File: config.mk
export PLATFORM = sky130hd
export DESIGN_NAME = sensor_cond_flat
export DESIGN_NICKNAME = d
export VERILOG_FILES = /design/src/rtl/sensor_cond_pkg.sv /design/src/rtl/sensor_cond_if.sv /design/src/rtl/sensor_cond_ema_filt.sv /design/src/rtl/sensor_cond.sv /design/src/flat_wrapper.sv
export SDC_FILE = /design/constraint.sdc
export NUM_CORES = 1
export LEC_CHECK = 0
export ABC_CLOCK_PERIOD_IN_PS = 3600
export CORE_UTILIZATION = 45
export CTS_CLUSTER_DIAMETER = 80
export CTS_CLUSTER_SIZE = 16
export DETAILED_ROUTE_END_ITERATION = 12
export PLACE_DENSITY = 0.68
export SYNTH_ARGS = -nofsm -noshare
export SYNTH_HDL_FRONTEND = slang
export SYNTH_SLANG_ARGS = --single-unit
export TNS_END_PERCENT = 100
File: constraint.sdc
create_clock -name clk -period 3.6 [get_ports clk]
set_input_delay 0.36 -clock clk [delete_from_list [all_inputs] [get_ports clk]]
set_output_delay 0.36 -clock clk [all_outputs]
set_load 0.03 [all_outputs]
File: src/rtl/sensor_cond_pkg.sv
// Shared constants and types for the sensor conditioning block.
// Holds the production defaults and the reduced FAST_SIM timer widths.
package sensor_cond_pkg;
  localparam int ADC_W = 12;
  typedef logic [ADC_W-1:0] adc_t;

  localparam int   SMPL_W_DEF     = 16;
  localparam int   CAD_W_DEF      = 22;
  localparam int   CURR_SHIFT_DEF = 2;
  localparam int   TORQ_SHIFT_DEF = 5;
  localparam adc_t BATT_THRES_DEF = 12'hA98;
  localparam adc_t BATT_HYST_DEF  = 12'h040;

  // FAST_SIM set: short sample and cadence timers for simulation
  localparam int FAST_SMPL_W = 4;
  localparam int FAST_CAD_W  = 12;
endpackage

File: src/rtl/sensor_cond_if.sv
// A2D-side readings into the conditioner and conditioned results out.
// master = A2D/consumer side, slave = sensor_cond.
interface sensor_cond_if;
  import sensor_cond_pkg::*;

  adc_t       batt;
  adc_t       curr;
  adc_t       torque;
  logic       cadence_raw;
  adc_t       avg_curr;
  adc_t       avg_torque;
  logic [7:0] cadence_per;
  logic       not_pedaling;
  logic       batt_low;

  modport master (
    output batt, curr, torque, cadence_raw,
    input  avg_curr, avg_torque, cadence_per, not_pedaling, batt_low
  );

  modport slave (
    input  batt, curr, torque, cadence_raw,
    output avg_curr, avg_torque, cadence_per, not_pedaling, batt_low
  );
endinterface

File: src/rtl/sensor_cond_ema_filt.sv
// Exponential moving average acc += din - acc/2^SHIFT, with optional preload.
// dout is registered from the updated accumulator so it tracks on the enable edge.
module ema_filt
  import sensor_cond_pkg::*;
#(
  parameter int SHIFT = 2
) (
  input  logic clk,
  input  logic rst_n,
  input  logic en,
  input  logic load,
  input  adc_t din,
  output adc_t dout
);
  localparam int ACC_W = ADC_W + SHIFT;

  logic [ACC_W-1:0] acc;
  logic [ACC_W-1:0] acc_nxt;

  // Steady state is acc = din<<SHIFT, so ACC_W bits never overflow.
  function automatic logic [ACC_W-1:0] ema_step(input logic [ACC_W-1:0] a, input adc_t d);
    return a - (a >> SHIFT) + ACC_W'(d);
  endfunction

  always_comb begin
    acc_nxt = ema_step(acc, din);
    if (load) acc_nxt = {din, {SHIFT{1'b0}}};
  end

  always_ff @(posedge clk or negedge rst_n) begin
    if (!rst_n) begin
      acc  <= '0;
      dout <= '0;
    end else if (en) begin
      acc  <= acc_nxt;
      dout <= acc_nxt[ACC_W-1 -: ADC_W];
    end
  end
endmodule

File: src/rtl/sensor_cond.sv
// Conditions A2D readings: current/torque EMA filters, cadence period
// measurement with not-pedaling detection, and battery-low hysteresis.
module sensor_cond
  import sensor_cond_pkg::*;
#(
  parameter int   SMPL_W     = SMPL_W_DEF,
  parameter int   CAD_W      = CAD_W_DEF,
  parameter int   CURR_SHIFT = CURR_SHIFT_DEF,
  parameter int   TORQ_SHIFT = TORQ_SHIFT_DEF,
  parameter adc_t BATT_THRES = BATT_THRES_DEF,
  parameter adc_t BATT_HYST  = BATT_HYST_DEF
) (
  input logic         clk,
  input logic         rst_n,
  sensor_cond_if.slave sif
);
  localparam logic [ADC_W:0] BATT_CLR = {1'b0, BATT_THRES} + {1'b0, BATT_HYST};

  logic [SMPL_W-1:0] smpl_cnt;
  logic              smpl;
  logic              cad_ff1, cad_ff2, cad_ff3;
  logic              cad_rise;
  logic [CAD_W-1:0]  per_cnt;
  logic              per_sat;
  logic [7:0]        cadence_per_q;
  logic              not_pedaling_q;
  logic              batt_low_q;

  function automatic logic [CAD_W-1:0] sat_inc(input logic [CAD_W-1:0] v);
    return (&v) ? v : v + CAD_W'(1);
  endfunction

  assign smpl     = &smpl_cnt;
  assign per_sat  = &per_cnt;
  assign cad_rise = cad_ff2 & ~cad_ff3;

  always_ff @(posedge clk or negedge rst_n) begin
    if (!rst_n) smpl_cnt <= '0;
    else        smpl_cnt <= smpl_cnt + SMPL_W'(1);
  end

  // A rise in the same clock as saturation still restarts the period.
  always_ff @(posedge clk or negedge rst_n) begin
    if (!rst_n) begin
      cad_ff1        <= 1'b0;
      cad_ff2        <= 1'b0;
      cad_ff3        <= 1'b0;
      per_cnt        <= '1;
      cadence_per_q  <= 8'hFF;
      not_pedaling_q <= 1'b1;
    end else begin
      cad_ff1        <= sif.cadence_raw;
      cad_ff2        <= cad_ff1;
      cad_ff3        <= cad_ff2;
      not_pedaling_q <= per_sat;
      if (cad_rise) begin
        cadence_per_q <= per_cnt[CAD_W-1 -: 8];
        per_cnt       <= '0;
      end else begin
        per_cnt <= sat_inc(per_cnt);
        if (per_sat) cadence_per_q <= 8'hFF;
      end
    end
  end

  always_ff @(posedge clk or negedge rst_n) begin
    if (!rst_n) begin
      batt_low_q <= 1'b0;
    end else if (smpl) begin
      if (sif.batt < BATT_THRES)                  batt_low_q <= 1'b1;
      else if ({1'b0, sif.batt} >= BATT_CLR)      batt_low_q <= 1'b0;
    end
  end

  ema_filt #(.SHIFT(CURR_SHIFT)) u_curr_filt (
    .clk  (clk),
    .rst_n(rst_n),
    .en   (smpl),
    .load (1'b0),
    .din  (sif.curr),
    .dout (sif.avg_curr)
  );

  // First rise after a stall preloads so torque tracks immediately.
  ema_filt #(.SHIFT(TORQ_SHIFT)) u_torq_filt (
    .clk  (clk),
    .rst_n(rst_n),
    .en   (cad_rise),
    .load (not_pedaling_q),
    .din  (sif.torque),
    .dout (sif.avg_torque)
  );

  assign sif.cadence_per  = cadence_per_q;
  assign sif.not_pedaling = not_pedaling_q;
  assign sif.batt_low     = batt_low_q;
endmodule
File: src/flat_wrapper.sv
// flat-port wrapper written by rule: the top's interface ports become plain ports
module sensor_cond_flat import sensor_cond_pkg::*;
#(
  parameter int   SMPL_W     = SMPL_W_DEF,
  parameter int   CAD_W      = CAD_W_DEF,
  parameter int   CURR_SHIFT = CURR_SHIFT_DEF,
  parameter int   TORQ_SHIFT = TORQ_SHIFT_DEF,
  parameter adc_t BATT_THRES = BATT_THRES_DEF,
  parameter adc_t BATT_HYST  = BATT_HYST_DEF
)
  (clk, rst_n, sif_batt, sif_curr, sif_torque, sif_cadence_raw, sif_avg_curr, sif_avg_torque, sif_cadence_per, sif_not_pedaling, sif_batt_low);
  sensor_cond_if sif_i ();
  input logic clk;
  input logic rst_n;
  input wire logic [$bits(sif_i.batt)-1:0] sif_batt;
  input wire logic [$bits(sif_i.curr)-1:0] sif_curr;
  input wire logic [$bits(sif_i.torque)-1:0] sif_torque;
  input wire logic [$bits(sif_i.cadence_raw)-1:0] sif_cadence_raw;
  output wire logic [$bits(sif_i.avg_curr)-1:0] sif_avg_curr;
  output wire logic [$bits(sif_i.avg_torque)-1:0] sif_avg_torque;
  output wire logic [$bits(sif_i.cadence_per)-1:0] sif_cadence_per;
  output wire logic [$bits(sif_i.not_pedaling)-1:0] sif_not_pedaling;
  output wire logic [$bits(sif_i.batt_low)-1:0] sif_batt_low;
  assign sif_i.batt = sif_batt;
  assign sif_i.curr = sif_curr;
  assign sif_i.torque = sif_torque;
  assign sif_i.cadence_raw = sif_cadence_raw;
  assign sif_avg_curr = sif_i.avg_curr;
  assign sif_avg_torque = sif_i.avg_torque;
  assign sif_cadence_per = sif_i.cadence_per;
  assign sif_not_pedaling = sif_i.not_pedaling;
  assign sif_batt_low = sif_i.batt_low;
  sensor_cond #(.SMPL_W(SMPL_W), .CAD_W(CAD_W), .CURR_SHIFT(CURR_SHIFT), .TORQ_SHIFT(TORQ_SHIFT), .BATT_THRES(BATT_THRES), .BATT_HYST(BATT_HYST)) u_core (.clk(clk), .rst_n(rst_n), .sif(sif_i));
endmodule
==> results of run 1 <==
==> worst max-delay path, stage by stage <==
cell and delay (ns):
clkdlybuf4s50_1 0.52, inv_1 0.08, fa_1 0.50, inv_1 0.07, fa_1 0.49, a211oi_2 0.29, o21bai_2 0.11, a21oi_2 0.18
o21ai_1 0.11, a211oi_2 0.24, mux2_1 0.34, o221a_1 0.22
==> state kept, by name, indices dropped and copies added (netlist names) <==
register                 cells
u_core.sif.not_pedaling      1
u_core.u_curr_filt.dout     12
u_core.sif.batt_low          1
u_core.cad_ff3               1
u_core.u_torq_filt.acc       5
u_core.smpl_cnt             16
u_core.u_curr_filt.acc       2
u_core.cad_ff1               1
u_core.per_cnt              22
u_core.sif.cadence_per       8
u_core.cad_ff2               1
u_core.u_torq_filt.dout     12
==> where the power goes <==
group | switching, W | total [W] | internal, W
combinational | 0.00168 | 0.00303 | 0.00135
clock | 0.000372 | 0.000876 | 0.000504
sequential | 0.000127 | 0.00118 | 0.00106
total | 0.00218 | 0.00509 | 0.00291
==> stage by stage <==
stage	area, sq um	std cells	setup TNS, ns	utilization, %
floorplan	5793	628	0	-
global placement	6489	833	-0.01031	51.63
detailed placement	6489	833	-0.01641	51.63
CTS	6771	849	0	53.88
global route	6771	849	0	53.88
finish	6771	849	0	53.88
==> how the worst min path moves through the flow <==
stage | to | slack (ns) | depth (start not counted)
floorplan | u_core.cad_ff1 | 0.06 | 0
global placement | u_core.cad_ff2 | 0.34 | 0
detailed placement | u_core.cad_ff2 | 0.34 | 0
CTS | u_core.u_curr_filt.dout[6] | 0.25 | 1
global route | u_core.u_curr_filt.dout[6] | 0.31 | 1
finish | u_core.u_curr_filt.dout[6] | 0.20 | 1
==> cells in the final DEF (no fill, tap or decap), types with 11 or more instances in the layout <==
master           synthesis  routed
nor2_1                  40      40
inv_1                  104     104
o21ai_0                 32      32
nand3_1                 24      24
xnor2_1                 29      29
o21ai_1                 11      11
ha_1                    33      33
xor2_1                  23      23
fa_1                    24      24
clkdlybuf4s50_1          0      68
nand2_1                 50      50
a21o_1                  12      12
a21oi_1                 23      23
dfrtp_1                 51      51
dfstp_2                 31      31
==> area by class of cell <==
cell class              count  area [sq um]
inverters                 105         394.1
repair buffers             73         718.2
clock buffers              12         256.5
clock inverters             4         26.28
well taps                 172         215.2
fillers                  1144          5797
multi-input cells         401          3070
flip-flops and latches     82          2091
==> metal layers <==
layer	routed length [microns]	share of wire, %	global-route usage, %
met1	5301	47	23.57
met2	5393	48	30.62
met3	413	3.6	3.243
met4	210	1.9	8.052
met5	0	0	0
==> logic make-up after synthesis <==
logic type      synth area share, %
compound gates                15.21
xor+xnor                      7.862
fa+ha+maj                     15.42
buf+inv                       11.04
flops                         36.09
mux                          0.9287
simple gates                  13.46
==> flow_metrics.py, run 1 <==
metrics = {
    "status": {
        "status": "finished, final reports clean",
    },
    "clock_tree": {
        "numCtsBuffers": 9,
        "cts_tree": "done",
        "cts_hold_buf": 0,
        "postCtsSetupBuffers": 0,
        "cts_resized": 0,
        "clk_pin_slew_ns": 0.06,
        "clkSinkCount": 82,
        "root_buffer": "clkbuf_16",
        "insertion_delay_ns": 0.34,
        "clockBufferDepth": 2,
        "htree_levels": 3,
    },
    "cells_and_area": {
        "diodes": 0,
        "nets": 768,
        "area_growth_pct": 16.89,
        "drive_gt1_share_pct": 10.49,
    },
    "synthesis": {
        "synth_seq_cells": 82,
        "synth.most_common_cell": "inv_1",
        "ys_seq_area_share_pct": 36.09,
        "synth-warning-count": 0,
        "syn_inst": 628,
        "synth_cell_type_count": 58,
        "synth.avg_cell_area_sq_um": 9.225,
        "synthFlopType": "dfrtp_1",
        "synth_nets": 724,
        "ys_top_cells_by_area": "dfrtp_1 (22%), dfstp_2 (14%), fa_1 (8.3%)",
        "synth_top_area_cell": "dfrtp_1",
        "synth_top_area_share_pct": 22.03,
        "synth_edf_count": 0,
        "synthArstFlopShare_pct": 100.0,
        "synthTopCellsByCount": "inv_1 (104), dfrtp_1 (51), nand2_1 (50)",
        "synth_area_sq_mm": 0.005793,
    },
    "placement": {
        "io_buffers": 69,
        "dpl_worst_slack_ns": -0.01641,
        "gp_congestion": 0.8372,
        "dpl.hpwl_microns": 8383,
    },
    "floorplan": {
        "start_util_pct": 46.09,
        "core_area_sq_mm": 0.01257,
        "die_height_microns": 115.5,
        "die_w_microns": 115.5,
        "num_rows": 41,
        "ioPinCount": 73,
        "die_area_sq_mm": 0.01333,
    },
    "setup_path": {
        "r2r-start": "u_core.u_torq_filt.dout[1]",
        "cp-end-kind": "register",
        "cp.required_ns": 3.83,
        "rr_worst_depth": 10,
        "crit_type": "in -> reg",
        "cp_max_fo": 3,
        "cp-start-kind": "input pin",
        "cp.arrival_ns": 3.50,
        "worstSetupStartpoint": "sif_torque[1]",
        "r2r_setup_slack_ns": 0.46,
        "worstSetupEndpoint": "u_core.u_torq_filt.dout[11]",
        "timing.rr.end": "u_core.u_torq_filt.dout[11]",
    },
    "sta": {
        "relSlewSlack_pct": 30.85,
        "setup_viol": 0,
        "skew_ns": 0.006878,
        "whs_ns": 0.1971,
        "slew_violations": 0,
        "timing.final.crit_period_ns": 3.268,
        "timing.fmax_ghz": 0.3060,
        "fin_ws_ns": 0.3317,
        "rsz0062_at_grt": "false",
        "tightestPinTransition_ns": 1.037,
        "fin_crit_sh_pct": 90.79,
        "hold_violations": 0,
    },
    "route": {
        "vias_per_cell": 5.059,
        "wl_per_cell_microns": 13.33,
        "first_pass_iters": 4,
        "drtIter0Drc": 224,
        "via_count": 4295,
        "drc_errors": 0,
        "routed_wl_microns": 11320,
        "antenna_left": 0,
    },
    "min_path": {
        "hold_class": "in -> async",
    },
    "power_and_ir_drop": {
        "power_w": 0.005088,
        "p_per_area_mw_per_mm2": 751.4,
        "leakage_nw": 3.233,
        "ir_drop_uv": 407.0,
    },
    "global_route": {
        "grt_overflow_total": 0,
        "grt_pass1_wl_microns": 19300,
        "grt_max_degree": 83,
        "antenna_found_initial": 0,
        "track_usage_pct": 18.40,
        "grt_pass1_vias": 4309,
    },
    "job": {
        "drv_cap": 0,
    },
}
Power figures use the tool's default switching activity.
==> run 2: changes to the inputs <==
--- a/config.mk
+++ b/config.mk
@@ -6,11 +6,13 @@
 export NUM_CORES = 1
 export LEC_CHECK = 0
 export ABC_CLOCK_PERIOD_IN_PS = 3600
+export CORE_MARGIN = 5
 export CORE_UTILIZATION = 45
 export CTS_CLUSTER_DIAMETER = 80
 export CTS_CLUSTER_SIZE = 16
 export DETAILED_ROUTE_END_ITERATION = 12
 export PLACE_DENSITY = 0.68
+export SKIP_LAST_GASP = 1
 export SYNTH_ARGS = -nofsm -noshare
 export SYNTH_HDL_FRONTEND = slang
 export SYNTH_SLANG_ARGS = --single-unit
==> flow_metrics.py, run 2 (synthesized netlist as in run 1, its figures left out) <==
metrics = {
    "status": {
        "status": "finished, final reports clean",
    },
    "sta": {
        "rsz0062_at_grt": "false",
        "timing.fmax_ghz": 0.3095,
        "tns_ns": 0,
        "skew_ns": 0.007901,
        "fin_ws_ns": 0.3688,
        "slew_violations": 0,
        "hold_violations": 0,
        "tightestPinTransition_ns": 1.064,
        "setup_viol": 0,
        "fin_crit_sh_pct": 89.75,
        "whs_ns": 0.2084,
        "timing.final.crit_period_ns": 3.231,
        "relSlewSlack_pct": 29.07,
    },
    "cells_and_area": {
        "area_growth_pct": 16.54,
        "drive_gt1_share_pct": 10.19,
        "nets": 768,
        "reg_top3": "u_core.per_cnt: 22 flops, u_core.smpl_cnt: 16 flops",
        "largest_reg_flops": 22,
        "diodes": 0,
        "fillCellCount": 1170,
        "final_common_cell": "inv_1",
        "final_cell_mix": "inv_1 (104), clkdlybuf4s50_1 (68), dfrtp_1 (51)",
        "regMostFlops": "u_core.per_cnt",
        "stdcell_area_sq_mm": 0.006751,
    },
    "clock_tree": {
        "cts_hold_buf": 0,
        "insertion_delay_ns": 0.34,
        "clkSinkCount": 82,
        "htree_levels": 3,
        "cts_resized": 0,
        "cts_tree": "done",
        "postCtsSetupBuffers": 0,
        "clk_pin_slew_ns": 0.06,
        "clockBufferDepth": 2,
        "root_buffer": "clkbuf_16",
        "numCtsBuffers": 9,
    },
    "setup_path": {
        "rr_worst_depth": 11,
        "cp.arrival_ns": 3.46,
        "cp-start-kind": "input pin",
        "cp.required_ns": 3.83,
        "max_stage_delay_ns": 0.51,
        "cp-end-kind": "register",
        "r2r_setup_slack_ns": 0.44,
        "cp_max_fo": 2,
        "crit_type": "in -> reg",
        "path_cells": "clkdlybuf4s50_1 > inv_1 > fa_1 > inv_1 > fa_1 > a211oi_2 > o21bai_2 > a21oi_2 > o21ai_1 > a211oi_2 > mux2_1 > o221a_1",
        "r2r-start": "u_core.u_torq_filt.dout[2]",
        "critPathSlowestCell": "fa_1",
        "timing.rr.end": "u_core.u_torq_filt.dout[11]",
    },
    "global_route": {
        "antenna_found_initial": 0,
        "grt_overflow_total": 0,
        "track_usage_pct": 17.08,
        "grt_pass1_vias": 4593,
        "grt_max_degree": 83,
        "grt_pass1_wl_microns": 20860,
    },
    "placement": {
        "dpl.hpwl_microns": 8783,
        "dpl_worst_slack_ns": 0.02272,
        "dpl_cell_area_sq_mm": 0.006489,
        "io_buffers": 69,
        "gp_congestion": 0.9157,
    },
    "route": {
        "wl_per_cell_microns": 13.96,
        "routed_wl_microns": 11860,
        "vias_per_cell": 5.119,
        "drtIter0Drc": 229,
        "antenna_left": 0,
        "drc_errors": 0,
        "first_pass_iters": 5,
        "via_count": 4346,
    },
    "floorplan": {
        "core_area_sq_mm": 0.01262,
        "die_area_sq_mm": 0.01524,
        "die_w_microns": 123.5,
        "ioPinCount": 73,
        "start_util_pct": 45.91,
        "die_height_microns": 123.5,
        "num_rows": 41,
    },
    "job": {
        "drv_cap": 0,
    },
    "min_path": {
        "hold_class": "in -> async",
    },
    "power_and_ir_drop": {
        "ir_drop_uv": 281.9,
        "leakage_nw": 3.221,
        "p_per_area_mw_per_mm2": 750.4,
    },
}
-- run 2: changes by cell type in the layout (fill, tap and decap cells not counted) --
cell / delta
clkinv_4: -1
clkbuf_1: +2
clkbuf_8: -2
inv_6: +1
-- run 2: metal layers --
| metal | GRT usage [%] | vias up | wire length (microns) |
|---|---|---|---|
| met2 | 28.30 | 80 | 5775 |
| li1 | - | 2147 | - |
| met3 | 3.705 | 18 | 582 |
| met4 | 6.990 | 0 | 250 |
| met5 | 0 | - | 0 |
| met1 | 21.66 | 2101 | 5248 |
-- run 2: cell type report --
cell class	count	area, sq um	share of cell area, %
multi-input combinational	401	3070	45.48
sequential	82	2091	30.97
timing repair buffer	73	718.2	10.64
inverter	105	394.1	5.838
clock buffer	12	236.5	3.503
tap	172	215.2	3.188
clock inverter	4	26.28	0.3892
-- run 2: worst max-delay path by stage --
stage               slack, ns                  startpoint                     endpoint
floorplan                0.57  u_core.u_torq_filt.dout[1]  u_core.u_torq_filt.dout[11]
global placement          0.1               sif_torque[1]  u_core.u_torq_filt.dout[11]
detailed placement       0.02               sif_torque[1]  u_core.u_torq_filt.dout[11]
CTS                      0.38               sif_torque[1]  u_core.u_torq_filt.dout[11]
global route             0.22               sif_torque[1]  u_core.u_torq_filt.dout[11]
finish                   0.37               sif_torque[1]  u_core.u_torq_filt.dout[11]
-- run 2: power by group --
part	switching, W	internal, W
Clock	0.000372	0.000468
Sequential	0.000126	0.00106
Combinational	0.00170	0.00135
-- run 2: critical path: cells and delay by family --
kind / cells / cell delay (ns)
muxes: 1 / 0.34
AOI/OAI and AO/OA: 6 / 1.16
buffers and inverters: 3 / 0.61
adders and majority gates: 2 / 0.98
-- run 2: through the flow --
step,total power (W),utilization (%),instances
2_1_floorplan,0.003540,-,628
3_5_place_dp,0.004224,51.42,833
4_1_cts,0.005110,53.50,849
6_report,0.005066,53.50,849
5_1_grt,0.005556,53.50,849
3_3_place_gp,0.004138,51.42,833
==> run 3: changes to the inputs <==
--- a/config.mk
+++ b/config.mk
@@ -7,11 +7,12 @@
 export LEC_CHECK = 0
 export ABC_CLOCK_PERIOD_IN_PS = 3600
 export CORE_MARGIN = 5
-export CORE_UTILIZATION = 45
+export CORE_UTILIZATION = 57
 export CTS_CLUSTER_DIAMETER = 80
 export CTS_CLUSTER_SIZE = 16
 export DETAILED_ROUTE_END_ITERATION = 12
-export PLACE_DENSITY = 0.68
+export GPL_TIMING_DRIVEN = 0
+export PLACE_DENSITY_LB_ADDON = 0.1
 export SKIP_LAST_GASP = 1
 export SYNTH_ARGS = -nofsm -noshare
 export SYNTH_HDL_FRONTEND = slang
==> flow_metrics.py, run 3 (synthesized netlist as in run 1, its figures left out) <==
metrics = {
    "sta": {
        "fin_crit_sh_pct": 96.64,
        "timing.final.crit_period_ns": 3.479,
        "whs_ns": 0.3735,
        "rsz0062_at_grt": "false",
        "relSlewSlack_pct": 62.78,
        "skew_ns": 0.01393,
        "tightestPinTransition_ns": 0.5582,
        "tns_ns": 0,
        "fin_ws_ns": 0.1211,
        "slew_violations": 0,
        "hold_violations": 0,
        "timing.fmax_ghz": 0.2874,
        "setup_viol": 0,
    },
    "clock_tree": {
        "cts_tree": "done",
        "cts_resized": 0,
        "clk_pin_slew_ns": 0.08,
        "htree_levels": 3,
        "clkSinkCount": 82,
        "clockBufferDepth": 2,
        "numCtsBuffers": 9,
        "root_buffer": "clkbuf_8",
        "insertion_delay_ns": 0.36,
    },
    "route": {
        "drc_errors": 0,
        "via_count": 4520,
        "first_pass_iters": 4,
        "antenna_left": 0,
        "drtIter0Drc": 176,
        "wl_per_cell_microns": 14.31,
        "routed_wl_microns": 12130,
        "vias_per_cell": 5.330,
    },
    "min_path": {
        "hold_class": "reg -> reg",
        "worstHoldStart": "u_core.cad_ff1",
        "holdPathStages": 0,
    },
    "floorplan": {
        "ioPinCount": 73,
        "die_area_sq_mm": 0.01228,
        "die_height_microns": 110.8,
        "die_w_microns": 110.8,
        "start_util_pct": 58.73,
        "num_rows": 36,
        "core_area_sq_mm": 0.009864,
    },
    "power_and_ir_drop": {
        "p_per_area_mw_per_mm2": 713.6,
        "switchingPower_w": 0.002196,
        "p_sw_share_pct": 44.87,
        "power_frac_comb_pct": 63.2,
        "power.internal_w": 0.002699,
        "leakage_nw": 3.314,
        "p_seq_share_pct": 24.1,
        "ir_drop_uv": 447.0,
        "clockPowerShare_pct": 12.7,
    },
    "cells_and_area": {
        "area_growth_pct": 18.40,
        "reg_top3": "u_core.per_cnt: 22 flops, u_core.smpl_cnt: 16 flops",
        "final_cell_mix": "inv_1 (104), clkdlybuf4s50_1 (68), dfrtp_1 (51)",
        "diodes": 0,
        "nets": 806,
        "largest_reg_flops": 22,
        "regMostFlops": "u_core.per_cnt",
        "final_common_cell": "inv_1",
        "drive_gt1_share_pct": 13.01,
        "fillCellCount": 753,
    },
    "setup_path": {
        "cp-end-kind": "register",
        "worstSetupStartpoint": "sif_torque[1]",
        "cp.required_ns": 3.84,
        "crit_type": "in -> reg",
        "cp-start-kind": "input pin",
        "cp.arrival_ns": 3.72,
        "rr_worst_depth": 10,
        "cp_max_fo": 4,
        "r2r-start": "u_core.u_torq_filt.dout[1]",
    },
    "placement": {
        "io_buffers": 69,
        "dpl_worst_slack_ns": -0.2274,
        "dpl.hpwl_microns": 9371,
        "gp_congestion": 0.8866,
    },
    "global_route": {
        "grt_pass1_wl_microns": 21020,
        "grt_overflow_total": 0,
        "track_usage_pct": 20.62,
        "antenna_found_initial": 0,
        "grt_max_degree": 53,
        "grt_pass1_vias": 4567,
    },
    "job": {
        "drv_cap": 0,
    },
    "status": {
        "status": "finished, final reports clean",
    },
}
## run 3: cell count changes in the layout (fill, tap and decap cells not counted), sizes merged
cell and change:
buf +27, clkbuf +11, clkinv -1, dlygate4sd3 +1
## run 3: worst max-delay path: stages
cell and delay, ns:
clkdlybuf4s50_1 0.47, inv_1 0.06, fa_1 0.50, inv_1 0.08
fa_1 0.51, a211oi_2 0.32, o21bai_2 0.11, a21oi_2 0.26
o21ai_1 0.18, a211oi_2 0.29, mux2_1 0.35, o221a_1 0.23
## run 3: worst paths after layout
check | endpoint | slack (ns)
setup / recovery | u_core.u_torq_filt.dout[11] | 0.12
hold / removal | u_core.cad_ff2 | 0.37
setup reg to reg | u_core.u_torq_filt.dout[11] | 0.16
hold reg to reg | u_core.cad_ff2 | 0.37
max in group asynchronous | u_core.per_cnt[6] | 2.45
min in group asynchronous | u_core.u_torq_filt.acc[0] | 0.49
## run 3: power groups by stage
| stage | logic (W) | registers (W) | clock network (W) |
|---|---|---|---|
| floorplan | 0.00237 | 0.00117 | 0 |
| global placement | 0.00294 | 0.00119 | 0 |
| detailed placement | 0.00305 | 0.00120 | 0 |
| CTS | 0.00308 | 0.00118 | 0.000639 |
| global route | 0.00341 | 0.00121 | 0.000679 |
| finish | 0.00309 | 0.00118 | 0.000621 |
## run 3: what timing repair did
action,4_1_cts,5_1_grt
hold buffers,1,0
setup buffers,0,0
endpoints found under the hold margin,23,0
endpoints found under the setup margin,0,0
## run 3: area by class of cell
| class | count | area [sq um] | share of cell area (%) |
|---|---|---|---|
| inverter | 105 | 394.1 | 5.746 |
| sequential | 82 | 2091 | 30.48 |
| timing repair buffer | 71 | 725.7 | 10.58 |
| clock buffer | 13 | 148.9 | 2.171 |
| clock inverter | 3 | 25.02 | 0.3648 |
| multi-input combinational | 401 | 3063 | 44.66 |
| tap | 133 | 166.4 | 2.426 |
| buffer | 40 | 245.2 | 3.575 |
## run 3: metrics by stage
stage / total power, W / utilization, % / cell area [sq um] / std cells
global route: 0.005297 / 69.53 / 6859 / 848
finish: 0.004895 / 69.53 / 6859 / 848
detailed placement: 0.004254 / 67.67 / 6675 / 831
floorplan: 0.003540 / - / 5793 / 628
CTS: 0.004900 / 69.53 / 6859 / 848
global placement: 0.004135 / 67.42 / 6650 / 830
## run 3: per-layer routing
layer / GRT usage, % / vias to the layer above / routed length [microns]
met5: 0 / - / 0
met4: 6.486 / 0 / 227
met3: 4.258 / 20 / 518
met2: 34.55 / 112 / 5830
met1: 26.89 / 2170 / 5557
li1: - / 2218 / -
